File: config.mk
export PLATFORM = sky130hd
export DESIGN_NAME = button_debounce_multi
export DESIGN_NICKNAME = d
export VERILOG_FILES = /design/src/rtl/button_debounce_multi_pkg.sv /design/src/rtl/btn_channel.sv /design/src/rtl/button_debounce_multi.sv
export SDC_FILE = /design/constraint.sdc
export NUM_CORES = 1
export LEC_CHECK = 0
export ABC_AREA = 1
export BUFFER_PORTS_ARGS = -buffer_cell sky130_fd_sc_hd__buf_2
export CORE_ASPECT_RATIO = 1.4
export CORE_MARGIN = 1.5
export CORE_UTILIZATION = 45
export DETAILED_ROUTE_END_ITERATION = 7
export PLACE_DENSITY_LB_ADDON = 0.3
export SLEW_MARGIN = 20
export SYNTH_ARGS = -nofsm -noshare
export SYNTH_HDL_FRONTEND = slang
export SYNTH_SLANG_ARGS = --single-unit
File: constraint.sdc
create_clock -name clk -period 3 [get_ports clk]
set_clock_uncertainty 0.2 [all_clocks]
set_input_delay 0.6 -clock clk [delete_from_list [all_inputs] [get_ports clk]]
set_output_delay 0.6 -clock clk [all_outputs]
set_load 0.05 [all_outputs]
File: src/rtl/button_debounce_multi_pkg.sv
// Shared types and helpers for the multi-channel push-button front end.
package button_debounce_multi_pkg;

    typedef enum logic [1:0] {
        ST_IDLE = 2'd0,
        ST_HELD = 2'd1,
        ST_LONG = 2'd2
    } hold_state_t;

    // Polarity helper: returns 1 when the raw pin level means "pressed".
    function automatic logic normalise(input logic raw, input logic active_low);
        return raw ^ active_low;
    endfunction

    // Hold counter width: must reach the larger of the two thresholds without wrapping.
    function automatic int hold_width(input int long_cyc, input int repeat_cyc);
        int m;
        m = (long_cyc > repeat_cyc) ? long_cyc : repeat_cyc;
        return (m < 2) ? 1 : $clog2(m);
    endfunction

endpackage

File: src/rtl/btn_channel.sv
// One button channel: 2-FF synchroniser, debouncer, hold FSM and four one-cycle strobes.
module btn_channel
    import button_debounce_multi_pkg::*;
#(
    parameter int ACTIVE_LOW   = 1,
    parameter int DEBOUNCE_CYC = 16,
    parameter int LONG_CYC     = 1000,
    parameter int REPEAT_CYC   = 200,
    parameter int REPEAT_EN    = 1
) (
    input  logic clk,
    input  logic reset,
    input  logic btn,
    output logic level,
    output logic press_pulse,
    output logic release_pulse,
    output logic long_pulse,
    output logic repeat_pulse
);

    localparam logic ACT_LOW  = (ACTIVE_LOW != 0);
    localparam logic IDLE_RAW = ACT_LOW;
    localparam int   DEB_W    = $clog2(DEBOUNCE_CYC);
    localparam int   HOLD_W   = hold_width(LONG_CYC, REPEAT_CYC);

    logic              sync1;
    logic              sync2;
    logic              pressed;
    logic [DEB_W-1:0]  deb_cnt;
    logic              change;
    logic              press_evt;
    logic              rel_evt;
    hold_state_t       state;
    hold_state_t       next_state;
    logic [HOLD_W-1:0] hold_cnt;
    logic [HOLD_W-1:0] next_hold_cnt;
    logic              long_set;
    logic              repeat_set;

    // Synchroniser flops come out of reset at the "released" pin level.
    always_ff @(posedge clk or negedge reset) begin
        if (!reset) begin
            sync1 <= IDLE_RAW;
            sync2 <= IDLE_RAW;
        end else begin
            sync1 <= btn;
            sync2 <= sync1;
        end
    end

    assign pressed   = normalise(sync2, ACT_LOW);
    assign change    = (pressed != level) && (deb_cnt == DEB_W'(DEBOUNCE_CYC - 1));
    assign press_evt = change & pressed;
    assign rel_evt   = change & ~pressed;

    always_ff @(posedge clk or negedge reset) begin
        if (!reset) begin
            deb_cnt       <= '0;
            level         <= 1'b0;
            press_pulse   <= 1'b0;
            release_pulse <= 1'b0;
        end else begin
            press_pulse   <= press_evt;
            release_pulse <= rel_evt;
            if (pressed == level) begin
                deb_cnt <= '0;
            end else if (change) begin
                level   <= pressed;
                deb_cnt <= '0;
            end else begin
                deb_cnt <= deb_cnt + DEB_W'(1);
            end
        end
    end

    always_ff @(posedge clk or negedge reset) begin
        if (!reset) begin
            state        <= ST_IDLE;
            hold_cnt     <= '0;
            long_pulse   <= 1'b0;
            repeat_pulse <= 1'b0;
        end else begin
            state        <= next_state;
            hold_cnt     <= next_hold_cnt;
            long_pulse   <= long_set;
            repeat_pulse <= repeat_set;
        end
    end

    // A release event always beats a long/repeat threshold landing on the same cycle.
    always_comb begin
        next_state    = state;
        next_hold_cnt = hold_cnt;
        long_set      = 1'b0;
        repeat_set    = 1'b0;
        case (state)
            ST_IDLE: begin
                next_hold_cnt = '0;
                if (press_evt) next_state = ST_HELD;
            end
            ST_HELD: begin
                if (rel_evt) begin
                    next_state    = ST_IDLE;
                    next_hold_cnt = '0;
                end else if (hold_cnt == HOLD_W'(LONG_CYC - 1)) begin
                    next_state    = ST_LONG;
                    next_hold_cnt = '0;
                    long_set      = 1'b1;
                end else begin
                    next_hold_cnt = hold_cnt + HOLD_W'(1);
                end
            end
            ST_LONG: begin
                if (rel_evt) begin
                    next_state    = ST_IDLE;
                    next_hold_cnt = '0;
                end else if (REPEAT_EN != 0) begin
                    if (hold_cnt == HOLD_W'(REPEAT_CYC - 1)) begin
                        next_hold_cnt = '0;
                        repeat_set    = 1'b1;
                    end else begin
                        next_hold_cnt = hold_cnt + HOLD_W'(1);
                    end
                end
            end
            default: begin
                next_state    = ST_IDLE;
                next_hold_cnt = '0;
            end
        endcase
    end

endmodule

File: src/rtl/button_debounce_multi.sv
// N independent push-button channels: debounced level plus press/release/long/repeat strobes.
module button_debounce_multi
    import button_debounce_multi_pkg::*;
#(
    parameter int N_BTN        = 4,
    parameter int ACTIVE_LOW   = 1,
    parameter int DEBOUNCE_CYC = 16,
    parameter int LONG_CYC     = 1000,
    parameter int REPEAT_CYC   = 200,
    parameter int REPEAT_EN    = 1
) (
    input  logic             clk,
    input  logic             reset,
    input  logic [N_BTN-1:0] btn,
    output logic [N_BTN-1:0] level,
    output logic [N_BTN-1:0] press_pulse,
    output logic [N_BTN-1:0] release_pulse,
    output logic [N_BTN-1:0] long_pulse,
    output logic [N_BTN-1:0] repeat_pulse
);

    for (genvar i = 0; i < N_BTN; i++) begin : g_chan
        btn_channel #(
            .ACTIVE_LOW   (ACTIVE_LOW),
            .DEBOUNCE_CYC (DEBOUNCE_CYC),
            .LONG_CYC     (LONG_CYC),
            .REPEAT_CYC   (REPEAT_CYC),
            .REPEAT_EN    (REPEAT_EN)
        ) u_chan (
            .clk           (clk),
            .reset         (reset),
            .btn           (btn[i]),
            .level         (level[i]),
            .press_pulse   (press_pulse[i]),
            .release_pulse (release_pulse[i]),
            .long_pulse    (long_pulse[i]),
            .repeat_pulse  (repeat_pulse[i])
        );
    end

endmodule

; ---- After elaboration in Yosys (flattened, before gate mapping)
; Index checks and enable logic that the tools add are counted.
[classes]
addsub = 8
eq_ne = 40
muxes = 72
bitwise_logic = 16
reduce_logical = 16
[ops]
columns = cell, n
row1 = $mux 10, 16
row2 = $pmux 10 s2, 4
row3 = $add 10x1->10 const B, 4
row4 = $eq 10x10->1 const B, 4
row5 = $eq 10x8->1 const B, 4
row6 = $mux 2, 16
row7 = $mux 4, 8
row8 = $mux 1, 24
row9 = $pmux 2 s3, 4
row10 = $add 4x1->4 const B, 4
row11 = $eq 4x4->1 const B, 4
row12 = $ne 2x1->1 const B, 8
row13 = $ne 3x1->1 const B, 4
row14 = $reduce_and 3->1, 4
row15 = $and 1x1->1, 8
row16 = $eq 2x1->1 const B, 4
row17 = $eq 2x2->1 const B, 4
row18 = $logic_not 2->1, 4
row19 = $not 1->1, 8
row20 = $reduce_and 2->1, 4
row21 = $eq 1x1->1, 4
row22 = $logic_and 1x1->1, 4
row23 = $ne 1x1->1, 4
[word_totals]
reg_bits = 92
in_bits = 6
output_inout_bits = 20
word_cells = 192

; ---- Depth between registers and ports, before layout
; Gate-level depths: netlist of the first run.
[logic_depth]
ltp_word = 6
ltp_mapped = 8
ltp_nobuf = 8

; ---- Modules after synthesis
; Synthesis of the first run repeated with hierarchy kept, for this count alone.
[hier_totals]
cells_unflattened = 470
hier_area_um2 = 4708.3
[modules_own_cells]
columns = module, instances, cells_per_inst, area_per_inst_um2, seq_area_each_um2
row1 = btn_channel (g_chan[0].u_chan ...), 3, 113, 1168.6, 578.1
row2 = btn_channel (g_chan[3].u_chan), 1, 131, 1202.4, 578.1

; ---- Worst setup path before layout of the first run
; No wires, ideal clock.
[synth_path]
kind = reg-to-reg
startpoint = register g_chan[2].u_chan.deb_cnt[0]
endpoint = register g_chan[2].u_chan.hold_cnt[0]
setup_ns = 0.069
arrival_ns = 1.230
required_time_ns = 2.731
slack_ns = 1.500
stages_incl_launch_ff = 9
n_path_buf = 0
synth_period_minus_slack_ns = 1.500
path_cell_list = dfrtp_1 ha_1 nand3_4 nor2_8 nor2_4 nand2_2 nand2_4 nand2_8 nor2_2
[synth_between]
elab_chain_cells = 5
elab_cells_between_ends = 6
classes_between = eq/ne: 1 / mux: 3 / bitwise: 1 / reduce/logical: 1
[synth_rtl]
columns = item, line
row1 = start: declaration, btn_channel.sv:29  ; logic [DEB_W-1:0] deb_cnt;
row2 = start signal: assignment, btn_channel.sv:71  ; deb_cnt <= deb_cnt + DEB_W'(1);
row3 = $eq 4x4->1 *, btn_channel.sv:52  ; assign change = (pressed != level) && (deb_cnt == DEB_W'(DEBOUNCE_CYC - 1));
row4 = $logic_and 1x1->1 *, btn_channel.sv:52
row5 = $and 1x1->1 *, btn_channel.sv:54  ; assign rel_evt = change & ~pressed;
row6 = net g_chan[2].u_chan.rel_evt, btn_channel.sv:32  ; logic rel_evt;
row7 = $mux 10 (on tied branches), "btn_channel.sv:114, btn_channel.sv:102"
row8 = $pmux 10 s2 *, btn_channel.sv:96  ; case (state)
row9 = net g_chan[2].u_chan.next_hold_cnt[0], btn_channel.sv:36  ; logic [HOLD_W-1:0] next_hold_cnt;
row10 = end signal: assignment, btn_channel.sv:84  ; hold_cnt <= next_hold_cnt;
row11 = end: declaration, btn_channel.sv:35  ; logic [HOLD_W-1:0] hold_cnt;
; Mark *: on every way through the listed nets, which the timed path passes. The rest lies on a longest branch.
; A chain may end at the register's enable or synchronous reset.

; ---- Worst setup path after layout of the first run
[layout_path]
startpoint = register g_chan[3].u_chan.level
endpoint = output level[3]
[layout_lines]
columns = item, line
row1 = start: declaration, btn_channel.sv:14  ; output logic level,
row2 = start signal: assignment, btn_channel.sv:68  ; level <= pressed;
row3 = end: declaration, button_debounce_multi.sv:15  ; output logic [N_BTN-1:0] level,
; No word-level cell between the ends.

==> flow_summary.json, run 1 <==
{
  "layout_common_cells": "84 x nand2_1, 84 x dfrtp_1, 52 x inv_1, 52 x nor2_2, 32 x nor2_1",
  "start_util": 0.465,
  "max_flop_register": "g_chan.u_chan.hold_cnt",
  "top_regs": "g_chan.u_chan.hold_cnt x40, g_chan.u_chan.deb_cnt x16, g_chan.u_chan.state x8",
  "peakVddDrop_mv": 0.320,
  "largest_reg_flops": 40,
  "grt_remaining_overflow": 0,
  "netlist_area_mm2": 0.00486,
  "crit_chain": "buf_2",
  "syn_nets": 520,
  "ctsRootBufferMaster": "clkbuf_16",
  "r2r_cells": 8,
  "post_cts_buffers": 0,
  "die_h_um": 126,
  "cts_resized": 0,
  "seq_power_share": 0.396,
  "n_antenna_cell": 0,
  "worst_slack_ps": 1120,
  "synth_cell_types": 28,
  "yosysSeqAreaShare": 0.475,
  "initialDrtViolationCount": 122,
  "post-place-ws_ps": 1270,
  "routed_wl_um": 7430,
  "syn_inst": 494,
  "endpoint_kind": "primary output",
  "cp.required_ps": 2200,
  "clk_latency_ps": 330,
  "share_comb_of_total_power": 0.293,
  "cts_tree": "built",
  "status": "completed",
  "ant_nets": 0,
  "crit_path_max_incr_delay_ps": 440,
  "synthToLayoutAreaGrowth_pct": 9.34,
  "io_pins": 26,
  "p_sw_frac": 0.337,
  "arrival_ps": 1080,
  "wire_per_inst_um": 11.3,
  "antenna_found_initial": 0,
  "r2r_start": "g_chan[0].u_chan.hold_cnt[0]$_DFF_PN0_",
  "path_buf_inv": 1,
  "gp_congestion": 0.753,
  "dr.pass1.iters": 4,
  "dp_hpwl_um": 5470,
  "cp.depth": 1,
  "post-route-min-period_ps": 1880,
  "grt_pass1_wl_um": 14000,
  "pwr-share-clk": 0.311,
  "cts.sinks": 92,
  "grt_pass1_vias": 3291,
  "whs_ps": 157,
  "syn_avg_cell_area_um2": 9.85,
  "fill_cells": 969,
  "tns_ps": 0,
  "via_per_inst": 4.67,
  "finalHoldViolCount": 0,
  "p_switching_w": 0.00121,
  "min_period_over_period": 0.626,
  "cap_viol_max_count": 0,
  "max_slew_margin": 0.401,
  "ys_seq_elements": 92,
  "synth-warning-count": 0,
  "p_total_w": 0.00358,
  "die_x_um": 90.9,
  "crit_type": "flip-flop to primary output",
  "fin_util": 0.508,
  "cts_buffer_depth": 2,
  "port_buffers": 25,
  "cts_max_level": 3,
  "nets": 538,
  "route.vias.total": 3062,
  "crit_family": "flip-flops",
  "rows": 44,
  "design.die.area_mm2": 0.0115,
  "r2r_end": "g_chan[0].u_chan.hold_cnt[4]$_DFF_PN0_",
  "drv_slew": 0,
  "powerDensity_mw_per_mm2": 673,
  "r2r_setup_slack_ps": 1350,
  "critPathCapture": "level[3]",
  "worst_pin_slew_ps": 899,
  "hold_buffers": 0,
  "crit_fanout": 4,
  "drcViolationCount": 0,
  "worstSetupStartpoint": "g_chan[3].u_chan.level$_DFFE_PN0P_",
  "cellLeakagePower_nw": 2.52,
  "setup_viol": 0,
  "grt_max_degree": 73,
  "min-delay-path-class": "input port to async pin",
  "path_clk_slew_ps": 60,
  "cts_buffers": 9,
  "critPathSlowestCell": "dfrtp_1",
  "start_kind": "flip-flop",
  "drive_above_1_share": 0.298,
  "grt_setup_unrepaired": "false",
  "max_freq_mhz": 533,
  "intPower_w": 0.00237,
  "core_area_mm2": 0.0105,
  "track_usage": 0.149
}
## cells by family after synthesis
group / synth area share
flops: 0.475
compound gates: 0.0234
simple gates: 0.330
fa+ha+maj: 0.0514
xor+xnor: 0.0486
buf+inv: 0.0710
## worst min path at each step
| stage | start | end | slack, ps | cells after the start |
|---|---|---|---|---|
| finish | reset | g_chan[1].u_chan.hold_cnt[8]$_DFF_PN0_ | 160 | 1 |
| global route | btn[3] | g_chan[3].u_chan.sync1$_DFF_PN1_ | 150 | 1 |
| CTS | btn[3] | g_chan[3].u_chan.sync1$_DFF_PN1_ | 150 | 1 |
| detailed placement | g_chan[0].u_chan.sync1$_DFF_PN1_ | g_chan[0].u_chan.sync2$_DFF_PN1_ | 150 | 0 |
| global placement | g_chan[0].u_chan.sync1$_DFF_PN1_ | g_chan[0].u_chan.sync2$_DFF_PN1_ | 150 | 0 |
| floorplan | reset | g_chan[0].u_chan.deb_cnt[0]$_DFF_PN0_ | 100 | 0 |
## synthesized netlist by cell type (all sizes together)
| cell type | n | area (um^2) |
|---|---|---|
| dfrtp | 84 | 2100 |
| nor3 | 9 | 67.6 |
| a211o | 1 | 8.76 |
| o21ai | 7 | 35.0 |
| xor2 | 15 | 131 |
| xnor2 | 12 | 105 |
| nor4 | 1 | 6.26 |
| nor2 | 100 | 661 |
| buf | 20 | 150 |
| or2 | 4 | 25.0 |
| dfstp | 8 | 210 |
| a21boi | 4 | 30.0 |
| nand4 | 3 | 18.8 |
| nand2 | 110 | 578 |
| nand3 | 34 | 235 |
| inv | 52 | 195 |
| nand3b | 2 | 15.0 |
| a21oi | 8 | 40.0 |
| ha | 20 | 250 |
## routing by layer
metal | GRT usage | part of all wire | up-vias | routed length [um]
met5 | 0 | 0 | - | 0
met4 | 0.0625 | 0.019 | 0 | 139
li1 | - | - | 1564 | -
met1 | 0.168 | 0.43 | 1456 | 3200
met3 | 0.0308 | 0.022 | 13 | 160
met2 | 0.272 | 0.53 | 29 | 3930
## area by class of cell
cell class,instances,area (um^2),share of cell area
Sequential cell,92,2310,0.435
Timing Repair Buffer,27,143,0.0268
Tap cell,138,173,0.0325
Clock inverter,2,35.0,0.00659
Clock buffer,14,254,0.0478
Multi-Input combinational cell,330,2210,0.415
Inverter,52,195,0.0367
## through the flow
| stage | cell area [um^2] | instances |
|---|---|---|
| final | 5320 | 655 |
| after global routing | 5320 | 655 |
| after CTS | 5320 | 655 |
| after detailed placement | 5030 | 639 |
| after global placement | 5030 | 639 |
| after floorplan | 4860 | 494 |
## power groups by stage
stage          Combinational (W)  Sequential, W  Clock (W)
3_5_place_dp             0.00107        0.00144          0
3_3_place_gp             0.00104        0.00143          0
6_report                 0.00105        0.00142    0.00111
5_1_grt                  0.00119        0.00143    0.00119
2_1_floorplan           0.000904        0.00142          0
4_1_cts                  0.00108        0.00142    0.00114
Power figures use the tool's default switching activity.
==> run 2: changes to the inputs <==
clock period = 1.9 ns   (was 3 ns; I/O delays follow)
==> flow_summary.json, run 2 (synthesized netlist as in run 1, its figures left out) <==
{
  "io_pins": 26,
  "crit_family": "flip-flops",
  "stdcell_count": 660,
  "crit_fanout": 4,
  "cellLeakagePower_nw": 2.55,
  "ant_nets": 0,
  "cts_max_level": 3,
  "tns_ps": 0,
  "max_freq_mhz": 605,
  "routed_wl_um": 7650,
  "port_buffers": 25,
  "cts_tree": "built",
  "path_clk_slew_ps": 60,
  "gp_congestion": 0.770,
  "seq_area_mm2": 0.00231,
  "min_period_over_period": 0.870,
  "grt_pass1_vias": 3202,
  "largest_reg_flops": 40,
  "rows": 44,
  "max_flop_register": "g_chan.u_chan.hold_cnt",
  "die_h_um": 126,
  "peakVddDrop_mv": 0.464,
  "multi_input_area_mm2": 0.00221,
  "antenna_found_initial": 0,
  "cp.required_ps": 1320,
  "route.vias.total": 3107,
  "finalHoldViolCount": 0,
  "drive_above_1_share": 0.303,
  "synthToLayoutAreaGrowth_pct": 11.1,
  "cts_buffers": 9,
  "setup_viol": 0,
  "crit_path_max_incr_delay_ps": 430,
  "worst_pin_slew_ps": 343,
  "start_util": 0.465,
  "status": "completed",
  "via_per_inst": 4.71,
  "cts_buffer_depth": 2,
  "post-route-min-period_ps": 1650,
  "arrival_ps": 1070,
  "ctsRootBufferMaster": "clkbuf_16",
  "dp_hpwl_um": 5650,
  "crit_chain": "buf_2",
  "track_usage": 0.149,
  "wire_per_inst_um": 11.6,
  "cap_viol_max_count": 0,
  "die_x_um": 90.9,
  "fill_cells": 922,
  "grt_remaining_overflow": 0,
  "layout_common_cells": "84 x nand2_1, 84 x dfrtp_1, 52 x inv_1, 52 x nor2_2, 32 x nor2_1",
  "powerDensity_mw_per_mm2": 1060,
  "initialDrtViolationCount": 81,
  "core_area_mm2": 0.0105,
  "path_buf_inv": 1,
  "dpl.cell_count": 639,
  "grt_max_degree": 40,
  "cts.sinks": 92,
  "top_regs": "g_chan.u_chan.hold_cnt x40, g_chan.u_chan.deb_cnt x16, g_chan.u_chan.state x8",
  "grt_pass1_wl_um": 13700,
  "n_antenna_cell": 0,
  "nets": 543,
  "endpoint_kind": "primary output",
  "dr.pass1.iters": 4,
  "min-delay-path-class": "flip-flop to flip-flop",
  "start_kind": "flip-flop",
  "grt_setup_unrepaired": "false",
  "p_total_w": 0.00572,
  "clk_latency_ps": 340,
  "drcViolationCount": 0,
  "drv_slew": 0,
  "cts_resized": 0,
  "max_slew_margin": 0.772,
  "crit_type": "flip-flop to primary output",
  "critPathSlowestCell": "dfrtp_1",
  "design.die.area_mm2": 0.0115
}
## run 2: cell types whose count changed in the layout (fill, tap and decap cells not counted)
cell           delta
clkbuf_8          -1
clkinv_4          +2
dlygate4sd3_1     +5
buf_12            +2
clkinvlp_4        +2
clkbuf_1          -4
buf_4             -2
inv_6             +1
## run 2: final timing paths
check                      depth (start not counted)                                        to                              startpoint  slack (ps)
hold / removal                                     0          g_chan[3].u_chan.sync2$_DFF_PN1_        g_chan[3].u_chan.sync1$_DFF_PN1_         160
setup reg to reg                                   8    g_chan[2].u_chan.hold_cnt[0]$_DFF_PN0_  g_chan[2].u_chan.hold_cnt[0]$_DFF_PN0_         260
hold reg to reg                                    0          g_chan[3].u_chan.sync2$_DFF_PN1_        g_chan[3].u_chan.sync1$_DFF_PN1_         160
max in group asynchronous                          3          g_chan[3].u_chan.sync1$_DFF_PN1_                                   reset         630
setup / recovery                                   1                                  level[3]      g_chan[3].u_chan.level$_DFFE_PN0P_         250
min in group asynchronous                          2  g_chan[1].u_chan.release_pulse$_DFF_PN0_                                   reset         290
## run 2: metal layers
metal / global-route usage / share of wire / wire length [um] / vias to the layer above
li1: - / - / - / 1562
met1: 0.158 / 0.39 / 3000 / 1513
met2: 0.279 / 0.56 / 4310 / 21
met3: 0.0344 / 0.024 / 180 / 11
met4: 0.0662 / 0.021 / 163 / 0
met5: 0 / 0 / 0 / -
## run 2: layout make-up
class,count,area share
flip-flops and latches,92,0.428
multi-input cells,330,0.408
clock buffers,9,0.0417
repair buffers,32,0.0403
inverters,52,0.0361
well taps,138,0.0319
clock inverters,7,0.0141
## run 2: report_power, final
part / switching [W] / total [W] / internal, W / leakage (nW)
clock network: 0.000764 / 0.00179 / 0.00103 / 0.142
logic: 0.00110 / 0.00169 / 0.000589 / 1.18
registers: 0.000121 / 0.00224 / 0.00212 / 1.23
## run 2: per-stage QoR
stage / instance area (um^2) / utilization / hold WS (ps) / setup slack [ps]
final: 5410 / 0.517 / 156 / 247
after global routing: 5410 / 0.517 / 159 / 64.6
after CTS: 5410 / 0.517 / 158 / 232
after detailed placement: 5050 / 0.483 / 116 / 260
after global placement: 5050 / 0.483 / 107 / 302
after floorplan: 4860 / - / -116 / 400
## run 2: what timing repair did
action / in CTS / in global routing
buffers inserted: 0 / 0
hold buffers: 5 / 0
hold endpoints to repair: 24 / 0
